## config.mk

```make
export PLATFORM = sky130hd
export DESIGN_NAME = alarm_unit
export DESIGN_NICKNAME = d
export VERILOG_FILES = /design/src/rtl/alarm_unit.sv
export SDC_FILE = /design/constraint.sdc
export NUM_CORES = 1
export LEC_CHECK = 0
export CORE_ASPECT_RATIO = 1.5
export CORE_MARGIN = 2
export CORE_UTILIZATION = 54
export CTS_CLUSTER_SIZE = 30
export DETAILED_ROUTE_END_ITERATION = 10
export PLACE_DENSITY = 0.85
export RECOVER_POWER = 50
export SLEW_MARGIN = 30
export SYNTH_ARGS = -nofsm -noshare
export SYNTH_HDL_FRONTEND = slang
export SYNTH_SLANG_ARGS = --single-unit
```

## constraint.sdc

```tcl
create_clock -name Clk -period 6.1 [get_ports Clk]
set_input_delay 0.915 -clock Clk [delete_from_list [all_inputs] [get_ports Clk]]
set_output_delay 0.915 -clock Clk [all_outputs]
set_load 0.005 [all_outputs]
```

## src/rtl/alarm_unit.sv

```systemverilog
// Alarm unit: alarm time setting, match/fire detection and the
// IDLE/ARMED/RINGING/SNOOZE controller driving the Ring indicator.
// Optional build macro ALARM_BLINK_EN: Ring blinks in RINGING with a
// period of 2*BLINK_DIV Clk cycles; when undefined, Ring is a steady 1.
module alarm_unit #(
  parameter int unsigned RING_SECS  = 60,
  parameter int unsigned SNOOZE_MIN = 5,
  parameter int unsigned BLINK_DIV  = 25
) (
  input  logic       Clk,
  input  logic       reset,
  input  logic [3:0] Hrs1,
  input  logic [3:0] Hrs0,
  input  logic [3:0] Min1,
  input  logic [3:0] Min0,
  input  logic [3:0] Sec1,
  input  logic [3:0] Sec0,
  input  logic [3:0] AP,
  input  logic       Arm,
  input  logic       Set_en,
  input  logic       Inc_hr,
  input  logic       Inc_min,
  input  logic       Snooze,
  input  logic       Stop,
  output logic [3:0] AHr1,
  output logic [3:0] AHr0,
  output logic [3:0] AMi1,
  output logic [3:0] AMi0,
  output logic [3:0] AAP,
  output logic       Ring,
  output logic [1:0] State
);

  typedef enum logic [1:0] {
    IDLE    = 2'd0,
    ARMED   = 2'd1,
    RINGING = 2'd2,
    SNOOZE  = 2'd3
  } state_t;

  localparam logic [7:0] RING_LD = 8'(RING_SECS);
  localparam logic [3:0] SNZ_LD  = 4'(SNOOZE_MIN);
  localparam logic [3:0] AM_CODE = 4'd10;
  localparam logic [3:0] PM_CODE = 4'd11;

  state_t     state;
  logic [4:0] hr_idx;     // 0..23, 0 = 00A, 12 = 12P, 23 = 11P
  logic [3:0] mi1, mi0;
  logic [7:0] ring_cnt;
  logic [3:0] snz_cnt;
  logic       ring_q;
  logic [3:0] sec0_q, min0_q;
  logic       match_q, match_qq;

  logic       match_now, fire, sec_tick, min_tick;
  logic [4:0] hv, hv_m10;
  logic [3:0] aap;

`ifdef ALARM_BLINK_EN
  localparam logic [15:0] DIV_LAST = 16'(BLINK_DIV - 1);
  logic [15:0] blink_div;
`endif

  // Hour index to 12-hour BCD display plus half-day code
  always_comb begin
    hv  = hr_idx;
    aap = AM_CODE;
    if (hr_idx >= 5'd12) begin
      aap = PM_CODE;
      hv  = (hr_idx == 5'd12) ? 5'd12 : hr_idx - 5'd12;
    end
    hv_m10 = hv - 5'd10;
  end

  assign AHr1  = (hv >= 5'd10) ? 4'd1 : 4'd0;
  assign AHr0  = (hv >= 5'd10) ? hv_m10[3:0] : hv[3:0];
  assign AMi1  = mi1;
  assign AMi0  = mi0;
  assign AAP   = aap;
  assign Ring  = ring_q;
  assign State = state;

  assign match_now = (Hrs1 == AHr1) && (Hrs0 == AHr0) &&
                     (Min1 == AMi1) && (Min0 == AMi0) && (AP == AAP) &&
                     (Sec1 == 4'd0) && (Sec0 == 4'd0);
  // Fire only on the rising edge of the registered match
  assign fire     = match_q & ~match_qq;
  assign sec_tick = (Sec0 != sec0_q);
  assign min_tick = (Min0 != min0_q);

  // Input samples for tick and match-edge detection; reset loads them
  // from the live inputs so nothing fires right after reset
  always_ff @(posedge Clk) begin
    sec0_q   <= Sec0;
    min0_q   <= Min0;
    match_q  <= match_now;
    match_qq <= reset ? match_now : match_q;
  end

  // Alarm setting: hour and minute stepping in set mode, no carry
  always_ff @(posedge Clk) begin
    if (reset) begin
      hr_idx <= 5'd6;
      mi1    <= 4'd0;
      mi0    <= 4'd0;
    end else if (Set_en) begin
      if (Inc_hr)
        hr_idx <= (hr_idx == 5'd23) ? 5'd0 : hr_idx + 5'd1;
      if (Inc_min) begin
        if (mi0 == 4'd9) begin
          mi0 <= 4'd0;
          mi1 <= (mi1 == 4'd5) ? 4'd0 : mi1 + 4'd1;
        end else begin
          mi0 <= mi0 + 4'd1;
        end
      end
    end
  end

  // Alarm controller with registered Ring output
  always_ff @(posedge Clk) begin
    if (reset) begin
      state    <= IDLE;
      ring_q   <= 1'b0;
      ring_cnt <= 8'd0;
      snz_cnt  <= 4'd0;
`ifdef ALARM_BLINK_EN
      blink_div <= 16'd0;
`endif
    end else if (!Arm) begin
      state  <= IDLE;
      ring_q <= 1'b0;
    end else begin
      case (state)
        IDLE: begin
          ring_q <= 1'b0;
          if (!Set_en) state <= ARMED;
        end
        ARMED: begin
          ring_q <= 1'b0;
          if (fire && !Set_en) begin
            state    <= RINGING;
            ring_cnt <= RING_LD;
            ring_q   <= 1'b1;
`ifdef ALARM_BLINK_EN
            blink_div <= 16'd0;
`endif
          end
        end
        RINGING: begin
          if (Set_en || Stop) begin
            state  <= ARMED;
            ring_q <= 1'b0;
          end else if (Snooze) begin
            state   <= SNOOZE;
            snz_cnt <= SNZ_LD;
            ring_q  <= 1'b0;
          end else if (sec_tick && ring_cnt <= 8'd1) begin
            state    <= ARMED;
            ring_cnt <= 8'd0;
            ring_q   <= 1'b0;
          end else begin
            if (sec_tick) ring_cnt <= ring_cnt - 8'd1;
`ifdef ALARM_BLINK_EN
            if (blink_div == DIV_LAST) begin
              blink_div <= 16'd0;
              ring_q    <= ~ring_q;
            end else begin
              blink_div <= blink_div + 16'd1;
            end
`else
            ring_q <= 1'b1;
`endif
          end
        end
        SNOOZE: begin
          ring_q <= 1'b0;
          if (Set_en || Stop) begin
            state <= ARMED;
          end else if (min_tick) begin
            if (snz_cnt <= 4'd1) begin
              snz_cnt  <= 4'd0;
              state    <= RINGING;
              ring_cnt <= RING_LD;
              ring_q   <= 1'b1;
`ifdef ALARM_BLINK_EN
              blink_div <= 16'd0;
`endif
            end else begin
              snz_cnt <= snz_cnt - 4'd1;
            end
          end
        end
        default: state <= IDLE;
      endcase
    end
  end

endmodule

```

==> qor.txt <==
Most frequent cells after synthesis: dfxtp_1, nand2_1, nor2_1
Hold buffer count at cts: 0
Power per standard cell area: 172 mW/mm2
WL/cell: 13.5 um
Crit Path Max Fanout: 12
Vias post-DR: 2306
DR top layer: met4
Wire length of the first global-routing pass: 9.05 mm
Die Wd: 60.0 um
Final-report max-slew violation count: 0
Fin crit share: 66.2%
Synth Instances: 310
Worst hold-check path type: reg -> reg
Final wirelength: 5.45 mm
Met1 Routed Length: 2.20 mm
Total core area: 0.00450 mm2
Seq/Total Area, Yosys: 30.0%
Post-route setup slack: 2.06 ns
Worst slew pin tran: 0.664 ns
Number of buffers inserted by port buffering: 52
Largest cells by area after synthesis: dfxtp_1, ha_1, xor2_1, xnor2_1, nand2_1
Layout area overhead: 22.6%
Worst r2r src: hr_idx[2]
Fraction of layout cells with a size suffix above 1: 5.35%
Most common cell in the netlist: dfxtp_1
Post-CTS sizing: 0
Clock slew at reported path FFs: 0.08 ns
Setup crit start: hr_idx[2]
Post-CTS Setup Repair Bufs: 0
Top-area cell type share of the netlist area: 30.0%
# rows: 30
# fillers: 379
Global route overflow: 0
Die area: 0.00527 mm2
Final HPWL DP: 4.13 mm
Antenna violations before repair: 0
Antenna cell count: 0
RSZ-0062 raised after global routing: no
Syn_area_per_cell: 8.18 um2
Post-route ant nets: 0
Status: completed
Die H: 87.9 um
Dominant synthesized flop cell: dfxtp_1
Vias in the first global route: 2206
Overall Global Routing Usage: 22.2%
Leak: 1.21 nW
VDD IR max: 168 uV
Placer Congestion: 0.900
Slew headroom: 55.3%
Final setup vio count: 0
Clock sink total: 38
Clk root buf: clkbuf_8
#FFs+latches synth: 38
Post-DP Area: 0.00304 mm2
Setup_tns: 0 ns
Yosys warnings: 0
Drt drc: 0
TritonCTS Buffers: 5
Hold violation count in the final report: 0
DRT Pass-1 Iters: 4
H-tree levels: 2
Synth area leader: dfxtp_1
Data arrival, critical path: 3.12 ns
First DRT Iteration DRCs: 116
Nets: 406
Number of flops mapped to enable cells by yosys: 0
CTS tree: built
Worst Setup End Kind: output port
Worst EP required: 5.18 ns
Setup Crit Path Kind: reg -> out
FMAX: 248 MHz
MaxCap Viol Count: 0
Post-layout minimum cycle time: 4.04 ns
CTS Buffer Depth: 2
Netlist cell types: 56
Clk_lat worst skew: 0.29 ns
Pre-CTS setup slack: 2.40 ns
Largest net degree at the start of global routing: 26
CP startpoint kind: flop
I/O pin cnt: 59
Worst Skew: 0.00769 ns
WL met3: 238 um
Design area: 0.00311 mm2
Starting Density: 56.3%
Synthesized area: 0.00254 mm2
Avg Vias per Cell: 5.72
Met2 wire length: 2.85 mm
Hold Path Origin: ring_cnt[3]
Asr flop ratio synth: 0%
[state kept, by name (all words and copies together), names as in the netlist, 2 cells and up]
| register | flops |
|---|---|
| AMi1 | 4 |
| hr_idx | 5 |
| min0_q | 4 |
| snz_cnt | 4 |
| AMi0 | 4 |
| ring_cnt | 8 |
| State | 2 |
| sec0_q | 4 |
[where the power goes]
part / total, W / leakage, nW / internal (W) / switching [W]
Sequential: 0.000263 / 0.310 / 0.000255 / 0.00000822
Combinational: 0.000106 / 0.859 / 0.0000548 / 0.0000509
Clock: 0.000165 / 0.0438 / 0.0000767 / 0.0000881
[metrics by stage]
step                      instances  hold slack, ns  power (W)  utilization, %
final                           403           0.472   0.000534            69.0
after global routing            403           0.504   0.000559            69.0
after CTS                       403           0.474   0.000538            69.1
after detailed placement        396           0.463   0.000376            67.4
after global placement          396           0.453   0.000373            67.4
after floorplan                 314           0.442   0.000332               -
[area by class of cell]
| class | count | area [um2] | share of cell area (%) |
|---|---|---|---|
| clock buffer | 5 | 68.8 | 2.21 |
| multi-input combinational | 241 | 1630 | 52.4 |
| tap | 48 | 60.1 | 1.93 |
| inverter | 17 | 63.8 | 2.05 |
| sequential | 38 | 761 | 24.5 |
| timing repair buffer | 52 | 515 | 16.6 |
| clock inverter | 2 | 10.0 | 0.322 |
[worst paths after layout]
kind                       to  slack [ns]  cells past startpoint
setup / recovery      AHr0[1]        2.06                      9
hold / removal    ring_cnt[3]        0.47                      2
setup reg to reg     match_qq        3.49                      9
hold reg to reg   ring_cnt[3]        0.47                      2
[kinds of logic (layout without fill, tap and decap cells)]
group / count (synthesis) / count (layout) / synth area share [%]
XOR/XNOR: 29 / 29 / 10.0
flip-flops: 38 / 38 / 30.0
multiplexers: 2 / 2 / 0.789
other: 2 / 6 / 0.296
AND/OR/NAND/NOR: 118 / 118 / 26.0
AO/OA/AOI/OAI: 71 / 71 / 19.2
adder cells (fa/ha/maj): 15 / 15 / 7.40
buffers and inverters: 35 / 76 / 6.31
[metal layers]
| metal | global-route usage (%) | vias up |
|---|---|---|
| li1 | - | 1177 |
| met1 | 23.8 | 1048 |
| met2 | 39.3 | 67 |
| met3 | 5.17 | 14 |
| met4 | 11.5 | 0 |
| met5 | 0 | - |
[critical path, cell delays in order (launching register included)]
cell	delay (ns)
dfxtp_1	0.55
ha_1	0.34
and2_1	0.23
o31ai_4	0.10
ha_1	0.26
nor4b_1	0.33
a21oi_1	0.07
and3_1	0.27
xor2_1	0.15
clkdlybuf4s50_1	0.53
[cell usage in the layout (no fill, tap or decap), types with 2 or more instances in the layout]
cell type,n
nand2_1,23
dlygate4sd3_1,19
o21a_1,3
and3_1,4
nand3_1,8
o21bai_1,4
o211ai_1,2
nor2_1,21
nor3b_1,3
a211o_1,2
nor4b_1,2
ha_1,15
xor2_1,17
nand4b_1,2
a31oi_1,3
and2_1,3
dfxtp_1,38
a211oi_1,2
mux2i_1,2
conb_1,6
o41ai_1,3
nor3_1,9
nand4_1,10
or3_1,4
clkinv_2,2
nand2b_1,3
or2_2,3
a21oi_1,17
o22ai_1,2
inv_1,17
nor2b_1,9
or4_1,2
clkbuf_8,5
nor4_1,3
xnor2_1,12
clkdlybuf4s50_1,32
a22oi_1,2
o21ai_0,14
nand3b_1,4
a21o_1,5
(Power assumes the default switching activity.)
